$ cat config.mk
export PLATFORM = sky130hd
export DESIGN_NAME = instruction_fetch_unit
export DESIGN_NICKNAME = d
export VERILOG_FILES = /design/src/rtl/instruction_fetch_unit.sv
export SDC_FILE = /design/constraint.sdc
export NUM_CORES = 1
export LEC_CHECK = 0
export ABC_CLOCK_PERIOD_IN_PS = 10400
export BUFFER_PORTS_ARGS = -buffer_cell sky130_fd_sc_hd__buf_2
export CAP_MARGIN = 40
export CELL_PAD_IN_SITES_DETAIL_PLACEMENT = 1
export CELL_PAD_IN_SITES_GLOBAL_PLACEMENT = 2
export CORE_MARGIN = 2
export CORE_UTILIZATION = 36
export CTS_BUF_LIST = sky130_fd_sc_hd__clkbuf_8
export DETAILED_ROUTE_END_ITERATION = 10
export PLACE_DENSITY_LB_ADDON = 0.3
export REMOVE_ABC_BUFFERS = 1
export SETUP_SLACK_MARGIN = 0.02
export SYNTH_ARGS = -nofsm -noshare
export SYNTH_HDL_FRONTEND = slang
export SYNTH_SLANG_ARGS = --single-unit
$ cat constraint.sdc
create_clock -name i_clk -period 10.4 [get_ports i_clk]
set_input_delay 2.08 -clock i_clk [delete_from_list [all_inputs] [get_ports i_clk]]
set_output_delay 2.08 -clock i_clk [all_outputs]
set_load 0.01 [all_outputs]
$ cat src/rtl/instruction_fetch_unit.sv
// Purpose : MIPS fetch front end. Holds the PC, drives instruction memory and fills the IF/ID register.
// Latency : the instruction at PC reaches ifid_* one edge after PC is presented; a redirect costs one bubble.
// Backpressure: i_stall holds PC, IF/ID and the fetch counter; a redirect overrides a stall; HALT ignores stall.
//
// Ports:
//   i_clk, i_reset            clock; asynchronous active-high reset
//   i_stall                   hazard hold request
//   i_redirect_valid/_target  taken branch/jump and its new PC
//   o_imem_address            fetch address (the PC register, no input-to-output path)
//   i_imem_instruction        combinational memory response for o_imem_address
//   o_ifid_instruction/_pc_plus4/_valid   IF/ID pipeline register
//   o_fault, o_fault_pc       HALT indication and the PC that caused it
//   o_fetch_count             number of valid instructions delivered to IF/ID
module instruction_fetch_unit #(
    parameter logic [31:0] RESET_PC  = 32'h0000_0000,
    parameter int          MEM_BYTES = 1024
) (
    input  logic        i_clk,
    input  logic        i_reset,
    input  logic        i_stall,
    input  logic        i_redirect_valid,
    input  logic [31:0] i_redirect_target,
    output logic [31:0] o_imem_address,
    input  logic [31:0] i_imem_instruction,
    output logic [31:0] o_ifid_instruction,
    output logic [31:0] o_ifid_pc_plus4,
    output logic        o_ifid_valid,
    output logic        o_fault,
    output logic [31:0] o_fault_pc,
    output logic [31:0] o_fetch_count
);

    localparam logic [31:0] LP_MAX_PC = 32'(MEM_BYTES - 4);

    typedef enum logic {
        ST_RUN  = 1'b0,
        ST_HALT = 1'b1
    } state_t;

    state_t      r_state;
    state_t      w_state_nxt;
    logic [31:0] r_pc;
    logic [31:0] r_ifid_instruction;
    logic [31:0] r_ifid_pc_plus4;
    logic        r_ifid_valid;
    logic [31:0] r_fault_pc;
    logic [31:0] r_fetch_count;
    logic        w_pc_fault;
    logic [31:0] w_pc_plus4;

    // Misaligned or beyond the last word; the compare is unsigned over all 32 bits,
    // so wrapped-around addresses near 2^32 also fault.
    assign w_pc_fault = (r_pc[1:0] != 2'b00) || (r_pc > LP_MAX_PC);
    assign w_pc_plus4 = r_pc + 32'd4;

    // ---------------- FSM: state register ----------------
    always_ff @(posedge i_clk or posedge i_reset) begin
        if (i_reset) begin
            r_state <= ST_RUN;
        end else begin
            r_state <= w_state_nxt;
        end
    end

    // ---------------- FSM: next state ----------------
    always_comb begin
        w_state_nxt = r_state;
        case (r_state)
            ST_RUN: begin
                if (i_redirect_valid) begin
                    w_state_nxt = ST_RUN;
                end else if (w_pc_fault) begin
                    w_state_nxt = ST_HALT;
                end
            end
            ST_HALT: begin
                // A faulting target is caught by the RUN check on the following edge.
                if (i_redirect_valid) begin
                    w_state_nxt = ST_RUN;
                end
            end
            default: w_state_nxt = ST_RUN;
        endcase
    end

    // ---------------- FSM: outputs ----------------
    always_comb begin
        o_fault = (r_state == ST_HALT);
    end

    // ---------------- Datapath ----------------
    always_ff @(posedge i_clk or posedge i_reset) begin
        if (i_reset) begin
            r_pc               <= RESET_PC;
            r_ifid_instruction <= 32'h0;
            r_ifid_pc_plus4    <= 32'h0;
            r_ifid_valid       <= 1'b0;
            r_fault_pc         <= 32'h0;
            r_fetch_count      <= 32'h0;
        end else begin
            case (r_state)
                ST_RUN: begin
                    if (i_redirect_valid) begin
                        // No delay slot: whatever was being fetched is squashed.
                        r_pc               <= i_redirect_target;
                        r_ifid_instruction <= 32'h0;
                        r_ifid_pc_plus4    <= 32'h0;
                        r_ifid_valid       <= 1'b0;
                    end else if (w_pc_fault) begin
                        r_fault_pc         <= r_pc;
                        r_ifid_instruction <= 32'h0;
                        r_ifid_pc_plus4    <= 32'h0;
                        r_ifid_valid       <= 1'b0;
                    end else if (!i_stall) begin
                        r_pc               <= w_pc_plus4;
                        r_ifid_instruction <= i_imem_instruction;
                        r_ifid_pc_plus4    <= w_pc_plus4;
                        r_ifid_valid       <= 1'b1;
                        r_fetch_count      <= r_fetch_count + 32'd1;
                    end
                end
                ST_HALT: begin
                    // IF/ID already holds the bubble written on the faulting edge.
                    if (i_redirect_valid) begin
                        r_pc <= i_redirect_target;
                    end
                end
                default: ;
            endcase
        end
    end

    assign o_imem_address     = r_pc;
    assign o_ifid_instruction = r_ifid_instruction;
    assign o_ifid_pc_plus4    = r_ifid_pc_plus4;
    assign o_ifid_valid       = r_ifid_valid;
    assign o_fault_pc         = r_fault_pc;
    assign o_fetch_count      = r_fetch_count;

endmodule

==> results.json, run 1 <==
{
  "result_of_the_run": "completed",
  "ys_seq_area_frac": 0.611,
  "mostFrequentLayoutCell": "sky130_fd_sc_hd__buf_2",
  "timing.setup.tns_ns": 0,
  "avgSynthCellArea_um2": 13.1,
  "grt.total_usage": 0.189,
  "grt_max_degree": 87,
  "layout_min_cycle_time_ns": 3.71,
  "cts_setup_buffers": 0,
  "power.static_leakage_nw": 4.37,
  "share_of_the_clock_period_used_by_the_worst_path_after_layout": 0.357,
  "ys_ff_latch": 162,
  "finalClockSkew_ns": 0.0115,
  "ioPinCount": 230,
  "place_congestion": 0.856,
  "post_synth_num_cell_types": 40,
  "max_clock_freq_mhz": 270,
  "worst-path-max-fanout": 40,
  "worst_hold_path_cell_count": 1,
  "post-route-drc-count": 0,
  "post_route_cells_drive_above_1_share": 0.439,
  "cts_htree_levels": 4,
  "timing.final.setup_violations": 0,
  "final_design_area_no_fill_um2": 8430,
  "cts_sinks": 162,
  "worst-endpoint-arrival_ns": 4.04,
  "yosys_warnings": 0,
  "worst_slew_pin_slew_ns": 0.857,
  "row_count": 49,
  "hold_path_startpoint": "o_fetch_count[31]",
  "setup_repair_after_global_routing_missed_its_margin": "no",
  "clock_transition_at_the_register_clock_pins_on_the_worst_setup_and_hold_paths_after_cts_ns": 0.09,
  "syn2layout_area_growth_pct": 27.1,
  "tritoncts": "built",
  "report.final.slew_viol_count": 0,
  "rr_worst_depth": 5,
  "critical_path_capture_point_type": "flop",
  "insertion_delay_ns": 0.45,
  "cell_area_after_technology_mapping_um2": 6630,
  "grt_pass1_vias": 5288,
  "detail-route-antenna-nets": 0,
  "vias": 4934,
  "p_per_area_nw_per_um2": 156,
  "detail_route.iter0.violations": 89,
  "grt_first_pass_wirelength_um": 29400,
  "power.ir.vdd_worst_mv": 0.106,
  "die_area_um2": 19500,
  "timing.setup.critical_path_class": "in2reg",
  "setup.worst_path.start_class": "input port",
  "timing_hold_violations_final": 0,
  "route.detailed.vias_per_inst": 5.05,
  "worst-endpoint-required_ns": 10.73,
  "timing.critical_path.from": "i_redirect_valid",
  "hold_buffers": 0,
  "worst_r2r_endpoint": "o_fault_pc[27]",
  "min_path_type": "reg2reg",
  "cts_made_buffers": 17,
  "slew_headroom": 0.428,
  "setup_slack_on_the_worst_flop_to_flop_path_ns": 7.78,
  "antenna_cells": 0,
  "floorplan.die.height_um": 140,
  "start_util": 0.368,
  "overflow": 0,
  "drt-wirelength-per-cell_um": 18.5,
  "nets": 806,
  "clockRootBuffer": "sky130_fd_sc_hd__clkbuf_8",
  "post_dp_cell_area_um2": 8030,
  "antenna_violations_before_repair": 2,
  "placement.io_buffers": 229,
  "most-common-layout-cells": "229 x sky130_fd_sc_hd__buf_2, 162 x sky130_fd_sc_hd__dfrtp_1, 45 x sky130_fd_sc_hd__mux2_2",
  "drv_cap": 0,
  "route.final.wire_length_um": 18100,
  "clockBufferDepth": 2,
  "detailedRoute.firstPassIterationCount": 4,
  "syn-instance-count": 508,
  "floorplan.core_area_um2": 18000,
  "r2r_start": "o_imem_address[26]",
  "place_hpwl_um": 13100,
  "die-width_um": 140,
  "hold_path_end": "o_fetch_count[31]",
  "cts-resized-gates": 0
}
through the flow:
stage,utilization,setup slack [ns],hold WS (ns),total power (W),std cells
floorplan,-,3.94,0.504,0.000779,481
global placement,0.440,6.23,0.457,0.000852,942
detailed placement,0.445,6.17,0.463,0.000862,946
CTS,0.468,6.65,0.476,0.00134,977
global route,0.468,6.43,0.498,0.00138,977
finish,0.468,6.69,0.474,0.00131,977
cell usage after synthesis, drive strengths merged:
master / count / share of area
o31ai: 1 / 0.0011
buf: 19 / 0.022
nand2: 34 / 0.019
xnor2: 24 / 0.034
nor3b: 3 / 0.0034
clkbuf: 8 / 0.0045
nand4: 11 / 0.018
a22o: 35 / 0.046
dfrtp: 162 / 0.61
and2: 28 / 0.026
nor3: 17 / 0.014
o22ai: 2 / 0.0019
ha: 2 / 0.0038
mux2: 50 / 0.085
nand3: 18 / 0.014
and4: 7 / 0.0092
nor2: 13 / 0.0074
nor4b: 1 / 0.0023
a21oi: 7 / 0.0053
a31oi: 2 / 0.0019
a41o: 1 / 0.0015
xor2: 17 / 0.022
mux2i: 1 / 0.0015
a221o: 1 / 0.0015
o21ai: 17 / 0.013
or3: 1 / 0.00094
and3: 14 / 0.013
nor4: 7 / 0.011
a21o: 1 / 0.0011
inv: 4 / 0.0023
cells by family (layout without fill, tap and decap cells):
| kind of cell | count (synthesis) | in the layout | synth area share |
|---|---|---|---|
| fa+ha+maj | 2 | 2 | 0.00377 |
| buf+inv | 31 | 271 | 0.0287 |
| compound gates | 67 | 67 | 0.0740 |
| xor+xnor | 41 | 41 | 0.0564 |
| simple gates | 154 | 154 | 0.139 |
| flops | 162 | 162 | 0.611 |
| mux | 51 | 51 | 0.0864 |
power breakdown:
| group | internal (W) | switching (W) |
|---|---|---|
| clock network | 0.000223 | 0.000242 |
| registers | 0.000665 | 0.0000325 |
| logic | 0.0000709 | 0.0000787 |
state kept, by name, summed over array words and instances (netlist names):
| register | flops |
|---|---|
| o_fault | 1 |
| o_fault_pc | 32 |
| o_fetch_count | 32 |
| o_ifid_instruction | 32 |
| o_ifid_pc_plus4 | 32 |
| o_ifid_valid | 1 |
| o_imem_address | 32 |
cell type report:
| cell class | instances | area [um2] |
|---|---|---|
| Clock buffer | 18 | 248 |
| Clock inverter | 13 | 151 |
| Fill cell | 1987 | 9600 |
| Inverter | 4 | 20.0 |
| Multi-Input combinational cell | 315 | 2400 |
| Sequential cell | 162 | 4050 |
| Tap cell | 229 | 287 |
| Timing Repair Buffer | 236 | 1270 |
per-layer routing:
| metal | wire (um) | part of all wire | track usage | vias up |
|---|---|---|---|---|
| li1 | - | - | - | 2266 |
| met3 | 1600 | 0.088 | 0.0754 | 14 |
| met1 | 7900 | 0.44 | 0.241 | 2476 |
| met5 | 27 | 0.0015 | 0 | - |
| met4 | 121 | 0.0067 | 0.0363 | 4 |
| met2 | 8470 | 0.47 | 0.308 | 174 |
worst max-delay path, cell delays in order:
cell and delay, ns:
sky130_fd_sc_hd__buf_2 0.37, sky130_fd_sc_hd__nor4b_2 0.44, sky130_fd_sc_hd__nand4_1 0.34, sky130_fd_sc_hd__nor3_2 0.46, sky130_fd_sc_hd__nand3_1 0.17, sky130_fd_sc_hd__xnor2_1 0.16
worst max path at each step:
| stage | cells after the start | slack, ns | endpoint |
|---|---|---|---|
| 2_1_floorplan | 1 | 3.94 | o_fault |
| 3_3_place_gp | 6 | 6.23 | o_fetch_count[19] |
| 3_5_place_dp | 6 | 6.17 | o_fetch_count[19] |
| 4_1_cts | 6 | 6.65 | o_fetch_count[19] |
| 5_1_grt | 6 | 6.43 | o_fetch_count[19] |
| 6_report | 6 | 6.69 | o_fetch_count[19] |
Note: power is estimated with default switching activity, not from simulation.
==> run 2: changes to the inputs <==
- ABC_CLOCK_PERIOD_IN_PS: 10400 -> 3700
- CORE_UTILIZATION: 36 -> 33
- clock period: 10.4 -> 3.7 ns (I/O delays scaled with it)
==> run 2 against run 1 <==
- register-to-register slack worse by 6.7 ns
- global-route usage down 0.63 points
- cell count up 4.1%
- first-iteration DRC count up 55%
- sequential power rose to 2.8 times the previous value
- total power rose to 2.8 times the previous value
- worst setup slack worse by 5.6 ns
- critical endpoint is now o_fault_pc[5]
- highest routed layer unchanged
==> results.json, run 2 (synthesized netlist as in run 1, its figures left out) <==
{
  "result_of_the_run": "completed",
  "timing.final.setup_violations": 0,
  "die-width_um": 146,
  "p_per_area_nw_per_um2": 430,
  "worst_slew_pin_slew_ns": 0.819,
  "place_hpwl_um": 13700,
  "netSwitchingFraction": 0.281,
  "cts-resized-gates": 0,
  "cp_slowest_cell": "sky130_fd_sc_hd__o21ai_4",
  "cts_setup_buffers": 0,
  "insertion_delay_ns": 0.44,
  "post-route-drc-count": 0,
  "timing_hold_violations_final": 0,
  "floorplan.die.height_um": 146,
  "detailedRoute.firstPassIterationCount": 4,
  "row_count": 51,
  "finalWorstSetupSlack_ns": 1.12,
  "cts_sinks": 162,
  "cell_internal_pwr_w": 0.00260,
  "most-common-layout-cells": "229 x sky130_fd_sc_hd__buf_2, 162 x sky130_fd_sc_hd__dfrtp_1, 45 x sky130_fd_sc_hd__mux2_2",
  "setup.worst_path.start_class": "flop",
  "cts_htree_levels": 4,
  "setup_repair_after_global_routing_missed_its_margin": "no",
  "finalClockSkew_ns": 0.0140,
  "start_util": 0.339,
  "grt_pass1_vias": 5340,
  "worst-endpoint-arrival_ns": 2.90,
  "post_dp_cell_area_um2": 8020,
  "die_area_um2": 21200,
  "clkPwrFrac": 0.340,
  "power.static_leakage_nw": 4.34,
  "detail_route.iter0.violations": 138,
  "clockBufferDepth": 2,
  "path_buf_inv": 1,
  "worst-path-max-fanout": 18,
  "p_comb_frac": 0.117,
  "critPathTopFamily": "simple AND/OR/NAND/NOR gates",
  "drt-wirelength-per-cell_um": 18.6,
  "ioPinCount": 230,
  "drv_cap": 0,
  "report.final.slew_viol_count": 0,
  "grt_max_degree": 84,
  "vias": 4958,
  "detail-route-antenna-nets": 0,
  "critical_path_capture_point_type": "flop",
  "cts_made_buffers": 17,
  "path_cells": "nor4_1 > nand2_1 > o21ai_4 > buf_12 > mux2_2",
  "placement.io_buffers": 229,
  "hold_buffers": 0,
  "route.detailed.vias_per_inst": 4.88,
  "timing.setup.critical_path_class": "reg2reg",
  "place_ws_ns": 1.03,
  "multi_input_area_um2": 2400,
  "floorplan.core_area_um2": 19600,
  "seqCellArea_um2": 4050,
  "mostFrequentLayoutCell": "sky130_fd_sc_hd__buf_2",
  "crit_path_max_incr_delay_ns": 0.59,
  "slew_headroom": 0.448,
  "antenna_violations_before_repair": 2,
  "tritoncts": "built",
  "r2r_start": "o_imem_address[29]",
  "design_power_total_w": 0.00361,
  "share_of_the_clock_period_used_by_the_worst_path_after_layout": 0.696,
  "net_switching_power_of_the_design_w": 0.00102,
  "post_route_cells_drive_above_1_share": 0.441,
  "min_path_type": "in2async",
  "max_clock_freq_mhz": 388,
  "final_design_area_no_fill_um2": 8400,
  "worst-endpoint-required_ns": 4.02,
  "overflow": 0,
  "timing.critical_path.from": "o_imem_address[29]",
  "syn2layout_area_growth_pct": 26.6,
  "nets": 807,
  "clockRootBuffer": "sky130_fd_sc_hd__clkbuf_8",
  "layout_min_cycle_time_ns": 2.58,
  "grt.total_usage": 0.183,
  "place_congestion": 0.815,
  "filler_cell_count": 2174,
  "power.ir.vdd_worst_mv": 0.220,
  "grt_first_pass_wirelength_um": 30900,
  "fin_cells": 1017,
  "proportion_of_power_drawn_by_flip_flops_and_latches": 0.544,
  "placed_cells": 983,
  "clock_transition_at_the_register_clock_pins_on_the_worst_setup_and_hold_paths_after_cts_ns": 0.09,
  "route.final.wire_length_um": 18900
}
## run 2: cell types whose count changed in the layout (fill, tap and decap cells not counted), sizes merged
cell    delta
buf        +1
bufinv     -2
clkbuf     +2
clkinv     +1
diode      +2
## run 2: cell type report
class / instances / area share
Tap cell: 265 / 0.0395
Sequential cell: 162 / 0.483
Timing Repair Buffer: 237 / 0.145
Multi-Input combinational cell: 315 / 0.285
Antenna cell: 2 / 0.000596
Clock inverter: 12 / 0.0116
Inverter: 4 / 0.00238
Clock buffer: 20 / 0.0328
## run 2: layer usage
layer | wire [um] | vias up | share of wire | track usage
met3 | 1500 | 14 | 0.079 | 0.0614
li1 | - | 2265 | - | -
met1 | 8540 | 2494 | 0.45 | 0.248
met4 | 177 | 2 | 0.0094 | 0.0475
met5 | 16 | - | 0.00085 | 0
met2 | 8650 | 183 | 0.46 | 0.282
## run 2: power by group through the flow
stage	combinational (W)	clock (W)	sequential (W)
floorplan	0.000161	0	0.00203
global placement	0.000420	0	0.00199
detailed placement	0.000429	0	0.00200
CTS	0.000431	0.00127	0.00197
global route	0.000464	0.00135	0.00198
finish	0.000421	0.00123	0.00196
## run 2: worst paths after layout
| kind | end | slack (ns) | cells after the start |
|---|---|---|---|
| max | o_fault_pc[5] | 1.12 | 5 |
| min | o_ifid_instruction[15] | 0.43 | 2 |
| max reg2reg | o_fault_pc[5] | 1.12 | 5 |
| min reg2reg | o_fetch_count[31] | 0.47 | 1 |
| max in group asynchronous | o_ifid_pc_plus4[8] | 2.36 | 3 |
| min in group i_clk | o_fetch_count[31] | 0.47 | 1 |
## run 2: per-stage QoR
stage / hold slack, ns / setup TNS (ns) / utilization
6_report: 0.433 / 0 / 0.429
3_5_place_dp: 0.465 / 0 / 0.409
5_1_grt: 0.468 / 0 / 0.428
4_1_cts: 0.438 / 0 / 0.428
2_1_floorplan: 0.504 / -229.49 / -
3_3_place_gp: 0.455 / 0 / 0.409
